## src/rtl/gamma_pkg.sv

```systemverilog
// ----------------------------------------------------------------------------
// gamma_pkg
//   Shared types and constants for the gamma LUT loader.
//   LUT layout: R curve at 0..255, G curve at 256..511, B curve at 512..767,
//   one 8-bit entry per address.
// ----------------------------------------------------------------------------
package gamma_pkg;

    typedef logic [9:0] gamma_addr_t;

    typedef enum logic [1:0] {
        INIT = 2'd0,
        IDLE = 2'd1,
        LOAD = 2'd2
    } gamma_state_t;

    localparam int          GAMMA_ENTRIES = 768;
    localparam gamma_addr_t R_BASE        = 10'd0;
    localparam gamma_addr_t G_BASE        = 10'd256;
    localparam gamma_addr_t B_BASE        = 10'd512;

    // Identity ramp value for a LUT address: offset inside its channel.
    function automatic logic [7:0] ramp_value(input gamma_addr_t a);
        gamma_addr_t off;
        if (a >= B_BASE) begin
            off = a - B_BASE;
        end else if (a >= G_BASE) begin
            off = a - G_BASE;
        end else begin
            off = a - R_BASE;
        end
        return off[7:0];
    endfunction

endpackage

```

## src/rtl/gamma_curve_loader.sv

```systemverilog
// ----------------------------------------------------------------------------
// gamma_curve_loader
//   Owns the write port of the 768-entry gamma LUT. After reset it writes an
//   identity ramp into all three channel curves; afterwards it accepts a new
//   curve from the config path as a valid/ready byte stream and writes each
//   byte one cycle after it is accepted. The downstream gamma enable is only
//   passed through while a complete user curve is resident and no write
//   activity is in progress.
//
// Parameters
//   ENTRIES    total LUT entries (3 x 256)
//   TIMEOUT_W  inter-byte timeout counter width; a load is abandoned after
//              2^TIMEOUT_W-1 consecutive cycles without an accepted byte
//
// Ports
//   clk_sys        in   system clock, rising edge
//   reset_n        in   asynchronous active-low reset
//   cfg_start      in   pulse: begin a new curve load at address 0
//   cfg_valid      in   cfg_data holds a curve byte
//   cfg_data       in   curve byte, LUT address order
//   cfg_ready      out  byte accepted this cycle when cfg_valid is high
//   gamma_en_req   in   user/OSD gamma enable request
//   gamma_wr       out  LUT write strobe, one cycle per entry
//   gamma_wr_addr  out  LUT write address
//   gamma_value    out  LUT write data
//   gamma_en       out  qualified enable to the correction stage
//   busy           out  high while in INIT or LOAD
//   curve_valid    out  a complete user curve is resident
//   load_err       out  sticky: last load timed out
// ----------------------------------------------------------------------------
module gamma_curve_loader
    import gamma_pkg::*;
#(
    parameter int ENTRIES   = GAMMA_ENTRIES,
    parameter int TIMEOUT_W = 20
) (
    input  logic       clk_sys,
    input  logic       reset_n,
    input  logic       cfg_start,
    input  logic       cfg_valid,
    input  logic [7:0] cfg_data,
    output logic       cfg_ready,
    input  logic       gamma_en_req,
    output logic       gamma_wr,
    output logic [9:0] gamma_wr_addr,
    output logic [7:0] gamma_value,
    output logic       gamma_en,
    output logic       busy,
    output logic       curve_valid,
    output logic       load_err
);

    localparam gamma_addr_t LAST_ADDR = gamma_addr_t'(ENTRIES - 1);

    gamma_state_t         r_state;
    gamma_addr_t          r_addr;
    logic [TIMEOUT_W-1:0] r_tcnt;
    logic                 r_wr;
    gamma_addr_t          r_wr_addr;
    logic [7:0]           r_value;
    logic                 r_ready;
    logic                 r_en;
    logic                 r_busy;
    logic                 r_curve_valid;
    logic                 r_load_err;

    logic                 w_accept;
    logic                 w_last;
    logic [TIMEOUT_W-1:0] w_tcnt_inc;
    logic                 w_tcnt_sat;

    // r_ready is only ever high in LOAD, so it fully qualifies an accept.
    assign w_accept   = cfg_valid & r_ready;
    assign w_last     = (r_addr == LAST_ADDR);
    assign w_tcnt_inc = r_tcnt + TIMEOUT_W'(1);
    // Timeout fires on the idle cycle that would bring the counter to all-ones.
    assign w_tcnt_sat = &w_tcnt_inc;

    always_ff @(posedge clk_sys or negedge reset_n) begin
        if (!reset_n) begin
            r_state       <= INIT;
            r_addr        <= '0;
            r_tcnt        <= '0;
            r_wr          <= 1'b0;
            r_wr_addr     <= '0;
            r_value       <= '0;
            r_ready       <= 1'b0;
            r_en          <= 1'b0;
            r_busy        <= 1'b1;
            r_curve_valid <= 1'b0;
            r_load_err    <= 1'b0;
        end else begin
            r_wr <= 1'b0;
            // Evaluated from the current state; a start in IDLE suppresses it
            // so the enable never leaks into the first LOAD cycle.
            r_en <= gamma_en_req & r_curve_valid & (r_state == IDLE) & ~cfg_start;

            case (r_state)
                INIT: begin
                    r_wr      <= 1'b1;
                    r_wr_addr <= r_addr;
                    r_value   <= ramp_value(r_addr);
                    if (w_last) begin
                        r_state <= IDLE;
                        r_busy  <= 1'b0;
                        r_addr  <= '0;
                    end else begin
                        r_addr <= r_addr + 10'd1;
                    end
                end

                IDLE: begin
                    if (cfg_start) begin
                        r_state       <= LOAD;
                        r_busy        <= 1'b1;
                        r_ready       <= 1'b1;
                        r_addr        <= '0;
                        r_tcnt        <= '0;
                        r_curve_valid <= 1'b0;
                        r_load_err    <= 1'b0;
                    end
                end

                LOAD: begin
                    if (cfg_start) begin
                        // Restart wins over a byte offered in the same cycle.
                        r_addr        <= '0;
                        r_tcnt        <= '0;
                        r_curve_valid <= 1'b0;
                        r_load_err    <= 1'b0;
                    end else if (w_accept) begin
                        r_wr      <= 1'b1;
                        r_wr_addr <= r_addr;
                        r_value   <= cfg_data;
                        r_tcnt    <= '0;
                        if (w_last) begin
                            r_state       <= IDLE;
                            r_busy        <= 1'b0;
                            r_ready       <= 1'b0;
                            r_curve_valid <= 1'b1;
                            r_addr        <= '0;
                        end else begin
                            r_addr <= r_addr + 10'd1;
                        end
                    end else if (w_tcnt_sat) begin
                        // Abandon the partial curve and restore the identity ramp.
                        r_state       <= INIT;
                        r_busy        <= 1'b1;
                        r_ready       <= 1'b0;
                        r_load_err    <= 1'b1;
                        r_curve_valid <= 1'b0;
                        r_addr        <= '0;
                        r_tcnt        <= '0;
                    end else begin
                        r_tcnt <= w_tcnt_inc;
                    end
                end

                default: begin
                    r_state <= INIT;
                    r_busy  <= 1'b1;
                    r_ready <= 1'b0;
                    r_addr  <= '0;
                end
            endcase
        end
    end

    assign cfg_ready     = r_ready;
    assign gamma_wr      = r_wr;
    assign gamma_wr_addr = r_wr_addr;
    assign gamma_value   = r_value;
    assign gamma_en      = r_en;
    assign busy          = r_busy;
    assign curve_valid   = r_curve_valid;
    assign load_err      = r_load_err;

endmodule

```

## config.mk

```make
export PLATFORM = sky130hd
export DESIGN_NAME = gamma_curve_loader
export DESIGN_NICKNAME = d
export VERILOG_FILES = /design/src/rtl/gamma_pkg.sv /design/src/rtl/gamma_curve_loader.sv
export SDC_FILE = /design/constraint.sdc
export NUM_CORES = 1
export LEC_CHECK = 0
export BUFFER_PORTS_ARGS = -buffer_cell sky130_fd_sc_hd__buf_2
export CAP_MARGIN = 25
export CORE_MARGIN = 2
export CORE_UTILIZATION = 35
export CTS_CLUSTER_SIZE = 25
export DETAILED_ROUTE_END_ITERATION = 12
export PLACE_DENSITY = 0.64
export SLEW_MARGIN = 20
export SYNTH_ARGS = -nofsm -noshare
export SYNTH_HDL_FRONTEND = slang
export SYNTH_SLANG_ARGS = --single-unit
export TNS_END_PERCENT = 100
```

## constraint.sdc

```tcl
create_clock -name clk_sys -period 3.3 [get_ports clk_sys]
set_clock_uncertainty 0.1 [all_clocks]
set_input_delay 0 -clock clk_sys [delete_from_list [all_inputs] [get_ports clk_sys]]
set_output_delay 0 -clock clk_sys [all_outputs]
set_load 0.01 [all_outputs]
```

# Yosys cells after proc, flatten, opt, wreduce, memory -nomap -nowiden
# Index checks and enable logic that the tools add are counted.
[word_totals] ff_bits=56 inputBits=13 out_inout_bits=24 word_cells=93
[op_classes] add_sub_neg=4 n_lt_le_gt_ge=2 eq_ne=12 n_mux=47 bitwise=6 reduce_logical=11
[ops] op="$mux 20" count=4
[ops] op="$mux 10" count=7
[ops] op="$pmux 20 s2" count=1
[ops] op="$mux 8" count=4
[ops] op="$pmux 10 s3" count=1
[ops] op="$add 20x1->20 const B" count=1
[ops] op="$pmux 10 s2" count=1
[ops] op="$reduce_and 20->1" count=1
[ops] op="$mux 1" count=17
[ops] op="$pmux 8 s2" count=1
[ops] op="$sub 8x1->8 const B" count=2
[ops] op="$ne 3x3->1 const B" count=4
[ops] op="$add 10x1->10 const B" count=1
[ops] op="$eq 10x10->1 const B" count=1
[ops] op="$ge 10x10->1 const B" count=1
[ops] op="$ge 10x9->1 const B" count=1
[ops] op="$mux 2" count=5
[ops] op="$ne 4x4->1 const B" count=2
[ops] op="$reduce_and 4->1" count=2
[ops] op="$ne 2x2->1 const B" count=3
[ops] op="$pmux 1 s2" count=3
[ops] op="$pmux 1 s3" count=2
[ops] op="$pmux 2 s3" count=1
[ops] op="$reduce_and 3->1" count=2
[ops] op="other kinds (8)" count=14

# Depth between registers and ports, before layout
[depth] depth_word=6 mapped_depth=12 depth_no_buf=10

# Worst setup path after synthesis
# No wires, ideal clock.
[synth_timing] path_kind="reg-to-reg" start="register r_tcnt[1]" end="register r_tcnt[11]" setup_ns=0.124 t_arrival_ns=2.322 required_ns=3.076 path_slack_ns=0.754 path_stages_with_launch=11 n_path_buf=2 synth_period_minus_slack_ns=2.546 cell_sequence="dfrtp_1 -> ha_1 -> nand3_1 -> nor3_1 -> o221ai_1 -> a32oi_1 -> and3_1 -> buf_4 -> buf_6 -> nor3_1 -> o31a_1"
[synth_between] elab_chain_len=6
[synth_lines] element="start, declared" line="gamma_curve_loader.sv:57" source="logic [TIMEOUT_W-1:0] r_tcnt;"
[synth_lines] element="start signal, assigned" line="gamma_curve_loader.sv:155" source="r_tcnt <= w_tcnt_inc;"
[synth_lines] element="$add 20x1->20 (*)" line="gamma_curve_loader.sv:75" source="assign w_tcnt_inc = r_tcnt + TIMEOUT_W'(1);"
[synth_lines] element="$reduce_and 20->1" line="gamma_curve_loader.sv:77" source="assign w_tcnt_sat = &w_tcnt_inc;"
[synth_lines] element="$mux 20 (*)" line="gamma_curve_loader.sv:145" source="end else if (w_tcnt_sat) begin"
[synth_lines] element="$mux 20 (*)" line="gamma_curve_loader.sv:131" source="end else if (w_accept) begin"
[synth_lines] element="$mux 20 (*)" line="gamma_curve_loader.sv:125" source="if (cfg_start) begin"
[synth_lines] element="$pmux 20 s2 (*)" line="gamma_curve_loader.sv:98" source="case (r_state)"
# Every way passes the cells marked *; elsewhere a longest branch is shown, timed or not.
# A chain may end at the register's enable or synchronous reset.

# Final worst setup path
[layout_timing] start="register r_tcnt[1]" end="register r_addr[4]"
[layout_between] elab_chain_len=4
[layout_lines] element="$add 20x1->20" line="gamma_curve_loader.sv:75"
[layout_lines] element="$reduce_and 20->1" line="gamma_curve_loader.sv:77"
[layout_lines] element="$ne 4x4->1 (no source line)"
[layout_lines] element="$reduce_and 2->1 (no source line)"
[layout_lines] element="end signal, assigned" line="gamma_curve_loader.sv:108" source="r_addr <= r_addr + 10'd1;"
[layout_lines] element="end signal, assigned" line="gamma_curve_loader.sv:143" source="r_addr <= r_addr + 10'd1;"
[layout_lines] element="end, declared" line="gamma_curve_loader.sv:56" source="gamma_addr_t r_addr;"
# No other way between the ends.

==> impl_metrics.tcl <==
set metrics [dict create \
    worst_pin_slew_ns 0.840 \
    initial_core_util_pct 36.1 \
    core-area_mm2 0.00920 \
    finalSetupTns_ns 0 \
    synth_edf_count 0 \
    grt_pass1_vias 2741 \
    max_freq_ghz 0.326 \
    clk_latency_ns 0.32 \
    dieHeight_um 101 \
    wl_per_cell_um 15.9 \
    via_per_inst 5.63 \
    p_leak_nw 1.74 \
    timing.final.crit_share_pct 93.0 \
    async_flop_share_pct 100 \
    critical_path.endpoint_type "flip-flop" \
    rows 35 \
    finalSetupViolCount 0 \
    path_clk_slew_ns 0.11 \
    vias 2868 \
    critPathMaxFanout 12 \
    cp.arrival_ns 3.21 \
    endpoint "r_addr[4]" \
    yosysUniqueCellTypes 59 \
    worstSetupStartpoint "r_tcnt[1]" \
    grt_use_total_pct 16.4 \
    cts-buffers-inserted 5 \
    syn_avg_cell_area_um2 9.31 \
    portBuffers 36 \
    place_hpwl_um 5650 \
    r2r_start "r_tcnt[1]" \
    rrSetupSlack_ns 0.23 \
    worst-path-stages 9 \
    overflow 0 \
    final_cell_mix "dfrtp_1 (54), nand2_1 (36), buf_2 (36)" \
    root_buffer "clkbuf_8" \
    globalplace.congestion 0.889 \
    detail_route.first_pass.iterations 5 \
    required_ns 3.44 \
    synthFlopType "dfrtp_1" \
    totalWireLength_um 8080 \
    synth_area_mm2 0.00332 \
    final_common_cell "dfrtp_1" \
    startpoint_type "flip-flop" \
    dr.first_iter.drc_count 166 \
    max_cap_viol_count 0 \
    synth_nets 377 \
    drc 0 \
    cts.sinks 56 \
    max_slew_margin_pct 44.0 \
    ys.warnings.count 0 \
    final_core_util_pct 41.7 \
    synth-seq-area-share_pct 42.3 \
    reg2reg_depth 9 \
    io_pins 37 \
    syn_inst 356 \
    clock_path_buffers 2 \
    syn_to_final_growth_pct 15.5 \
    outcome "finished clean" \
    ant_nets 0 \
    grt_max_degree 38 \
    hold_violations 0 \
    cts_tree "done" \
    cpPeakStageDelay_ns 0.57 \
    antenna_found_initial 0 \
    hp-class "input pin to flip-flop" \
    finalNetCount 418 \
    final.min_clock_period_ns 3.07 \
    r2r-end "r_addr[4]" \
    worstPathCellList "ha_2 -> nand3_1 -> nor3_4 -> o221ai_1 -> a32oi_1 -> buf_4 -> a41oi_2 -> or4_1 -> o211ai_2" \
    die_x_um 101 \
    diodes 0 \
    rsz0062_at_grt "false" \
    p_per_area_mw_per_mm2 555 \
    synth_seq_cells 56 \
    die_area_mm2 0.0103 \
    fill_cells 904 \
    worstSetupPathType "flip-flop to flip-flop" \
    maxSlewViolCount 0 \
    h-tree-depth 2 \
    grt_pass1_wl_um 13600 \
    crit_buf_inv 1 \
    layout-drive-gt1-share_pct 19.8 \
    slowest_stage "or4_1" \
    whs_ns 0.115 \
    crit_family "simple AND/OR/NAND/NOR gates" \
    total_power_mw 2.13 \
    vdd_drop_max_v 0.000406 \
]
==> metrics by stage <==
step | std cells | worst slack, ns | cell area, um^2
2_1_floorplan | 356 | 0.754 | 3320
3_3_place_gp | 491 | 0.100 | 3610
3_5_place_dp | 491 | 0.0342 | 3610
4_1_cts | 509 | 0.00862 | 3810
5_1_grt | 509 | 0.00200 | 3830
6_report | 509 | 0.232 | 3830
==> how the worst min path moves through the flow <==
stage               startpoint          to  slack (ns)  depth (start not counted)
floorplan              reset_n   cfg_ready       -0.40                          0
global placement       reset_n   r_tcnt[5]        0.06                          1
detailed placement     reset_n   r_tcnt[0]        0.07                          1
CTS                  cfg_start  r_tcnt[16]         0.1                          3
global route         cfg_start  r_tcnt[16]        0.12                          3
finish               cfg_start  r_tcnt[16]        0.11                          3
==> synthesized netlist by cell type (3+ instances only) <==
cell type	n	area, um^2
a211oi_1	3	22.5
a21o_1	12	90.1
a21oi_1	14	70.1
a22o_1	3	26.3
a31oi_1	3	18.8
and3_1	10	62.6
buf_2	5	25.0
clkbuf_1	11	41.3
dfrtp_1	55	1380
ha_1	8	100
inv_1	13	48.8
mux2_2	10	113
mux2i_1	8	80.1
nand2_1	36	135
nand2b_1	6	37.5
nand3_1	18	90.1
nand4_1	6	37.5
nor2_1	28	105
nor3_1	10	50.1
nor3_2	3	30.0
nor3b_1	3	22.5
nor4_1	5	31.3
nor4b_1	4	35.0
o21ai_0	11	55.1
o21ai_1	8	40.0
o22a_1	3	26.3
o31ai_1	8	60.1
o41ai_1	6	52.6
xnor2_1	4	35.0
==> cell families (layout without fill, tap and decap cells) <==
group / after synthesis / in the layout / share of synthesized area, %
buf+inv: 34 / 76 / 4.72
flops: 56 / 56 / 42.3
simple gates: 147 / 147 / 23.8
compound gates: 89 / 89 / 19.2
mux: 18 / 18 / 5.81
xor+xnor: 4 / 4 / 1.06
fa+ha+maj: 8 / 8 / 3.02
==> layer usage <==
layer | GRT usage [%] | up-vias | routed length (um)
li1 | - | 1400 | -
met1 | 22.3 | 1393 | 3760
met2 | 27.6 | 68 | 3980
met3 | 2.42 | 7 | 279
met4 | 3.85 | 0 | 72
met5 | 0 | - | 0
==> report_power, final <==
group | internal [mW] | switching, mW | leakage (nW)
registers | 0.824 | 0.133 | 0.745
logic | 0.326 | 0.436 | 0.949
clock network | 0.157 | 0.251 | 0.0463
==> repair_timing <==
item,in CTS,in global routing
setup endpoints to repair,0,31
gates resized for setup,0,5
hold endpoints to repair,44,0
hold buffers,10,0
setup buffers,0,0
==> area by class of cell <==
type,count,area [um^2],share of cell area [%]
clock buffers,5,68.8,1.80
clock inverters,3,27.5,0.718
inverters,13,48.8,1.27
multi-input cells,266,1780,46.5
flip-flops and latches,56,1400,36.6
well taps,111,139,3.63
repair buffers,55,360,9.41
==> registers in the layout (all words and copies together), names as in the netlist, 2 cells and up <==
signal,count
gamma_value,8
r_tcnt,20
gamma_wr_addr,10
r_state,2
r_addr,10
==> worst min-delay path: stages <==
cell and delay [ns]:
buf_2 0.23, o41ai_1 0.14, o2bb2ai_1 0.12
Power figures use the tool's default switching activity.
